--- src/rtl/psram_init_seq.sv ---
// psram_init_seq: power-up / command sequencer for the serial PSRAM on the
// Tang Nano 1k. After start it waits DELAY_CYCLES, sends Reset-Enable (0x66)
// and Reset (0x99), optionally Enter-QPI (0x35), then accepts single-byte
// runtime commands and serialises them in SPI (1 bit/edge) or QPI (nibble).
// Ports:
//   sys_clk, rst_n (sync, active-low), start     - clock, reset, init request
//   cmd_valid/cmd_byte/cmd_ready                  - runtime command handshake
//   init_done, busy, qpi_mode, state_dbg          - status
//   mem_ce, mem_sclk, mem_sio_o, mem_sio_oe       - PSRAM pin drivers
module psram_init_seq #(
  parameter int unsigned DELAY_CYCLES = 4050,
  parameter int unsigned GAP_CYCLES   = 4,
  parameter int unsigned ENTER_QPI    = 0
) (
  input  logic       sys_clk,
  input  logic       rst_n,
  input  logic       start,
  input  logic       cmd_valid,
  input  logic [7:0] cmd_byte,
  output logic       cmd_ready,
  output logic       init_done,
  output logic       busy,
  output logic       qpi_mode,
  output logic [2:0] state_dbg,
  output logic       mem_ce,
  output logic       mem_sclk,
  output logic [3:0] mem_sio_o,
  output logic [3:0] mem_sio_oe
);

  typedef enum logic [2:0] {
    S_WAIT  = 3'd0,
    S_DELAY = 3'd1,
    S_SETUP = 3'd2,
    S_SHIFT = 3'd3,
    S_HOLD  = 3'd4,
    S_GAP   = 3'd5,
    S_IDLE  = 3'd6
  } state_t;

  localparam logic [15:0] DELAY_LAST = 16'(DELAY_CYCLES - 1);
  localparam logic [15:0] GAP_LAST   = 16'(GAP_CYCLES - 1);
  localparam bit          QPI_INIT   = (ENTER_QPI != 0);

  state_t      state, state_nx;
  logic [15:0] cnt;
  logic [3:0]  idx;
  logic [7:0]  cur_byte;
  logic [1:0]  seq;        // init step: 0 = 0x66, 1 = 0x99, 2 = 0x35
  logic        xfer_qpi;   // mode frozen for the byte in flight
  logic        last_66;    // previous completed command was 0x66
  logic        start_seen;
  logic        shift_end;
  logic [3:0]  oe_mode;

  assign shift_end = xfer_qpi ? (idx == 4'd3) : (idx == 4'd15);
  assign oe_mode   = xfer_qpi ? 4'hF : 4'h1;
  assign cmd_ready = (state == S_IDLE);
  assign busy      = (state != S_WAIT) && (state != S_IDLE);
  assign state_dbg = state;

  always_comb begin
    state_nx   = state;
    mem_ce     = 1'b1;
    mem_sclk   = 1'b0;
    mem_sio_o  = '0;
    mem_sio_oe = '0;
    case (state)
      S_WAIT:  if (start || start_seen) state_nx = S_DELAY;
      S_DELAY: if (cnt == DELAY_LAST) state_nx = S_SETUP;
      S_SETUP: begin
        mem_ce     = 1'b0;
        mem_sio_o  = xfer_qpi ? cur_byte[7:4] : {3'b000, cur_byte[7]};
        mem_sio_oe = oe_mode;
        state_nx   = S_SHIFT;
      end
      S_SHIFT: begin
        mem_ce     = 1'b0;
        mem_sclk   = idx[0];
        // idx[0] is the sclk phase, so the data select only moves on the
        // falling half and is stable across each rising sclk.
        mem_sio_o  = xfer_qpi ? (idx[1] ? cur_byte[3:0] : cur_byte[7:4])
                              : {3'b000, cur_byte[3'd7 - idx[3:1]]};
        mem_sio_oe = oe_mode;
        if (shift_end) state_nx = S_HOLD;
      end
      S_HOLD: begin
        mem_ce     = 1'b0;
        mem_sio_o  = xfer_qpi ? cur_byte[3:0] : {3'b000, cur_byte[0]};
        mem_sio_oe = oe_mode;
        state_nx   = S_GAP;
      end
      S_GAP: begin
        if (cnt == GAP_LAST) begin
          if (!init_done && (seq == 2'd0 || (seq == 2'd1 && QPI_INIT)))
            state_nx = S_SETUP;
          else
            state_nx = S_IDLE;
        end
      end
      S_IDLE:  if (cmd_valid) state_nx = S_SETUP;
      default: state_nx = S_WAIT;
    endcase
  end

  always_ff @(posedge sys_clk) begin
    if (!rst_n) begin
      state      <= S_WAIT;
      cnt        <= '0;
      idx        <= '0;
      cur_byte   <= '0;
      seq        <= '0;
      xfer_qpi   <= 1'b0;
      last_66    <= 1'b0;
      start_seen <= 1'b0;
      qpi_mode   <= 1'b0;
      init_done  <= 1'b0;
    end else begin
      state <= state_nx;
      if (start) start_seen <= 1'b1;
      case (state)
        S_WAIT:  cnt <= '0;
        S_DELAY: begin
          cnt <= cnt + 16'd1;
          if (cnt == DELAY_LAST) begin
            cur_byte <= 8'h66;
            seq      <= 2'd0;
            xfer_qpi <= qpi_mode;
          end
        end
        S_SETUP: idx <= '0;
        S_SHIFT: idx <= idx + 4'd1;
        S_HOLD: begin
          // Mode side effects land on the HOLD->GAP edge (GAP entry).
          cnt <= '0;
          if (cur_byte == 8'h35) qpi_mode <= 1'b1;
          if (cur_byte == 8'hF5) qpi_mode <= 1'b0;
          if (cur_byte == 8'h99 && last_66) qpi_mode <= 1'b0;
          last_66 <= (cur_byte == 8'h66);
        end
        S_GAP: begin
          cnt <= cnt + 16'd1;
          if (cnt == GAP_LAST && !init_done) begin
            if (seq == 2'd0) begin
              cur_byte <= 8'h99;
              seq      <= 2'd1;
              xfer_qpi <= qpi_mode;
            end else if (seq == 2'd1 && QPI_INIT) begin
              cur_byte <= 8'h35;
              seq      <= 2'd2;
              xfer_qpi <= qpi_mode;
            end else begin
              init_done <= 1'b1;
            end
          end
        end
        S_IDLE: begin
          if (cmd_valid) begin
            cur_byte <= cmd_byte;
            xfer_qpi <= qpi_mode;
          end
        end
        default: ;
      endcase
    end
  end

endmodule

--- config.mk ---
export PLATFORM = sky130hd
export DESIGN_NAME = psram_init_seq
export DESIGN_NICKNAME = d
export VERILOG_FILES = /design/src/rtl/psram_init_seq.sv
export SDC_FILE = /design/constraint.sdc
export NUM_CORES = 1
export LEC_CHECK = 0
export ABC_AREA = 1
export CAP_MARGIN = 30
export CORE_MARGIN = 2
export CORE_UTILIZATION = 38
export CTS_BUF_LIST = sky130_fd_sc_hd__clkbuf_4
export DETAILED_ROUTE_END_ITERATION = 10
export GPL_ROUTABILITY_DRIVEN = 0
export SYNTH_ARGS = -nofsm -noshare
export SYNTH_HDL_FRONTEND = slang
export SYNTH_SLANG_ARGS = --single-unit
--- constraint.sdc ---
create_clock -name sys_clk -period 1.39 [get_ports sys_clk]
set_input_delay 0.278 -clock sys_clk [delete_from_list [all_inputs] [get_ports sys_clk]]
set_output_delay 0.278 -clock sys_clk [all_outputs]
set_load 0.005 [all_outputs]
# Word level (Yosys, flattened, before mapping)
# Cells that the tools add are included.
dict set report totals {
  register_bits 38
  inputBits 12
  output_inout_bits 17
  word_cells 97
}
dict set report op_classes {
  n_addsub 3
  order_cmp 1
  eq_ne 22
  mux 38
  bitwise 1
  reduce_logical 22
}
# op count
set op_table {}
lappend op_table {{$mux 8} 4}
lappend op_table {{$pmux 16 s2} 1}
lappend op_table {{$mux 4} 6}
lappend op_table {{$pmux 8 s3} 1}
lappend op_table {{$pmux 3 s7} 1}
lappend op_table {{$mux 3} 6}
lappend op_table {{$add 16x1->16 const B} 1}
lappend op_table {{$eq 16x12->1 const B} 1}
lappend op_table {{$eq 16x2->1 const B} 1}
lappend op_table {{$eq 8x8->1 const B} 2}
lappend op_table {{$ne 2x2->1 const B} 7}
lappend op_table {{$pmux 4 s3} 1}
lappend op_table {{$mux 1} 11}
lappend op_table {{$reduce_and 5->1} 2}
lappend op_table {{$eq 3x3->1 const B} 3}
lappend op_table {{$reduce_bool 3->1} 3}
lappend op_table {{$eq 8x6->1 const B} 1}
lappend op_table {{$eq 8x7->1 const B} 1}
lappend op_table {{$pmux 4 s2} 1}
lappend op_table {{$eq 3x2->1 const B} 2}
lappend op_table {{$mux 2} 3}
lappend op_table {{$reduce_bool 2->1} 3}
lappend op_table {{$add 4x1->4 const B} 1}
lappend op_table {{$eq 4x2->1 const B} 1}
lappend op_table {{19 further kinds} 23}

# Longest topological paths before layout
dict set report depth {
  depth_word 5
  mapped_depth 13
  mapped_depth_nobuf 12
}

# Least setup slack after synthesis
# OpenSTA, ideal clock, no wires.
dict set report synth_timing {
  path_type {register to output}
  start {register state[1] (netlist: state_dbg[1])}
  end {output mem_sio_o[1]}
  arrival_time_ns 1.304
  path_slack_ns -0.192
  stages_incl_launch_ff 9
  cell_sequence {dfxtp_1 buf_6 nor2_2 nand2_1 inv_1 nor2_1 nor2_1 inv_1 nor2_1}
}
dict set report synth_via {
  elab_chain_cells 2
  word_cells_on_any_way 4
}
# item line_no
set synth_lines {}
lappend synth_lines {{from (decl)} 45} ;# state_t state, state_nx;
lappend synth_lines {{from (signal assigned)} 119} ;# state <= state_nx;
lappend synth_lines {{$eq 3x3->1 / $eq 3x2->1 (equally long branches)} 68} ;# case (state)
lappend synth_lines {{$pmux 4 s3 *} 68}
lappend synth_lines {{to (decl)} 27} ;# output logic [3:0] mem_sio_o,
# Mark *: on every way between the ends. The rest lies on a longest branch, timed or not.

# Worst setup path after layout
# Ends and elaborated chain as after synthesis.

==> impl_metrics.tcl <==
set metrics [dict create \
    max-slew-margin-rel 0.8353 \
    fin_area_mm2 0.003856 \
    final_net_count 513 \
    setup.worst_path.start_class "register" \
    synthCells 369 \
    setup_viol 38 \
    syn_area_mm2 0.002252 \
    path_class "register to output port" \
    synthSimpleGateAreaFrac 0.4094 \
    dp_cells 529 \
    final-hold-violation-count 0 \
    numClockSinks 37 \
    yosys-top-cells-count "100 x nand2_1, 77 x nor2_1, 45 x inv_1" \
    violations "setup timing" \
    clockBufferDepth 2 \
    start_util 0.3873 \
    grt_max_degree 16 \
    crit_fanout 4 \
    rows 28 \
    hold_depth 2 \
    rsz0062_at_grt "true" \
    synth_top_area_frac 0.3289 \
    synth_xor_area_frac 0.003889 \
    stdcell_count 574 \
    drt_drc_violations_left 0 \
    fin_crit_sh 1.383 \
    io_pins 29 \
    antenna_found_initial 0 \
    fin_ws_ns -0.5330 \
    portBuffers 28 \
    grt_pass1_wl_um 11600 \
    dieArea_mm2 0.006559 \
    synth.avg_cell_area_um2 6.103 \
    synthToLayoutAreaGrowth_pct 71.22 \
    ys.warnings.count 0 \
    leakagePower_uw 0.001835 \
    ff2ff_path_depth 13 \
    synth_fa_ha_area_frac 0.01667 \
    synth_nets 384 \
    synth_cell_types 36 \
    critPathCaptureType "output port" \
    min_path_type "register to register" \
    cp_top_family "flip-flops" \
    max-cap-violations 0 \
    maxSlewViolCount 0 \
    crit_buf_inv 4 \
    first_global_vias 2563 \
    synth_top_family_by_area "simple AND/OR/NAND/NOR gates" \
    synth_most_common_cell "nand2_1" \
    synthFlopType "dfxtp_1" \
    viasPerCell 4.864 \
    dpl_cell_area_mm2 0.003104 \
    synth.area.top_cells "dfxtp_1 33%, nand2_1 17%, nor2_1 13%, inv_1 7.5%, a21oi_1 4.0%" \
    grt_usage 0.2282 \
    fin_util 0.6631 \
    critical_path.cell_chain "nand2_4 > nor2_4 > inv_2 > o21ai_2 > buf_4 > buf_6 > a22oi_2 > nor2_1 > buf_2" \
    tightest_slew_ns 0.2464 \
    hpwlAfterDp_um 4737 \
    crit_cells 9 \
    skew_ns 0.02634 \
    max-vdd-ir-drop_mv 0.7705 \
    first_pass_iters 4 \
    ys_ff_latch 37 \
    first_iter_violations 141 \
    synth_edf_count 0 \
    slowest_delay_ns 0.43 \
    drive_gt1_frac 0.4329 \
    die_w_um 80.99 \
    drt-wirelength-per-cell_um 12.88 \
    synth_async_sr_flop_share 0 \
    p_per_area_mw_per_mm2 1394 \
    die_h_um 80.99 \
    clk_pin_slew_ns 0.13 \
    drtAntennaViolNets 0 \
    required_ns 1.11 \
    period_needed_ns 1.923 \
    num_antenna_cells 0 \
    fmax_mhz 520.0 \
    synthMuxAreaShare 0 \
    gr-total-overflow 0 \
    synth-compound-area-share 0.1200 \
    vias 2792 \
    cts_inserted_buffers 5 \
    crit_slowest_cell "dfxtp_4" \
    root_buffer "clkbuf_4" \
    finalWirelength_um 7391 \
    yosysSeqAreaShare 0.3289 \
    core_mm2 0.005816 \
    outcome "complete, but fails checks" \
    tritoncts "yes" \
    clkLatencyLatePin_ns 0.37 \
    h-tree-depth 2 \
    yosysTopAreaCell "dfxtp_1" \
    crit_arrival_ns 1.65 \
]
==> worst paths after layout <==
check,slack (ns),to,start
min,0.49,last_66$_SDFFE_PN0N_,last_66$_SDFFE_PN0N_
max,-0.53,mem_sio_o[1],state_dbg[1]$_SDFFE_PN0P_
min reg2reg,0.49,last_66$_SDFFE_PN0N_,last_66$_SDFFE_PN0N_
max reg2reg,-0.42,cur_byte[1]$_SDFFE_PN0P_,state_dbg[1]$_SDFFE_PN0P_
==> registers in the layout, indices dropped and copies added, names as in the netlist <==
signal,flops
start_seen,1
idx,4
xfer_qpi,1
cur_byte,8
init_done,1
qpi_mode,1
cnt,16
state_dbg,3
seq,1
last_66,1
==> routing by layer <==
metal	track usage	wire [um]	vias to the layer above
met2	0.4165	3696	69
met4	0.09831	225	0
met1	0.2639	3215	1278
li1	-	-	1424
met5	0	0	-
met3	0.03222	254	21
==> repair_timing <==
action                                  CTS  global route
resized for setup                       114            69
hold buffers                              0             0
endpoints found under the setup margin   38            40
gates cloned                              3             0
buffers inserted                         23            13
pin swaps                                27            31
==> cell families after synthesis <==
family / after synthesis
AO/OA/AOI/OAI: 47
XOR/XNOR: 1
adder cells (fa/ha/maj): 3
buffers and inverters: 62
flip-flops: 37
AND/OR/NAND/NOR: 219
==> power breakdown <==
part	leakage [uW]	internal, uW	switching [uW]
combinational	0.00149	1620	1670
clock	0.0000368	260	374
sequential	0.000307	1260	189
==> worst register-to-register path: stages (launching register included) <==
cell	delay (ns)
dfxtp_4	0.40
buf_4	0.14
buf_6	0.12
nand2_4	0.06
nor2_1	0.04
buf_4	0.13
buf_6	0.12
nand2_4	0.07
nand2_4	0.06
nor2_4	0.16
buf_12	0.14
nand3_4	0.10
nor2_2	0.13
nor2_1	0.05
==> layout make-up <==
type	count	area, um^2
multi-input cells	273	1642
repair buffers	129	1089
inverters	52	205.2
fillers	478	1959
clock buffers	8	60.06
flip-flops and latches	37	767.0
well taps	75	93.84
==> cells in the final DEF (no fill, tap or decap), types with 3 or more instances in the layout <==
master and instances:
nor2_1 59, a22oi_2 3, dfxtp_2 6, nand2_2 8, buf_6 20, nand3_4 8, o21ai_1 5, dfxtp_4 5
inv_2 10, nand2_1 85, buf_2 7, nor2_4 13, nand4_1 5, nand2_4 11, inv_1 37, nor3_1 5
a21oi_1 15, o21ai_0 6, dfxtp_1 26, nor2_2 10, clkbuf_4 8, clkdlybuf4s50_1 11, buf_4 83, inv_4 4
o21ai_2 4, dlygate4sd2_1 4, nand3_1 12
==> through the flow <==
step           hold slack (ns)  setup TNS, ns  setup WS (ns)  total power [uW]
3_5_place_dp            0.4568         -8.707        -0.4759              3718
3_3_place_gp            0.4473         -8.357        -0.4610              3713
2_1_floorplan           0.3984       -0.02257       -0.02257              2661
4_1_cts                 0.4794         -7.275        -0.5161              4973
5_1_grt                 0.5085         -13.17        -0.6209              5727
6_report                0.4890         -10.59        -0.5330              5375
No activity file was read; power rests on OpenSTA's default activity.
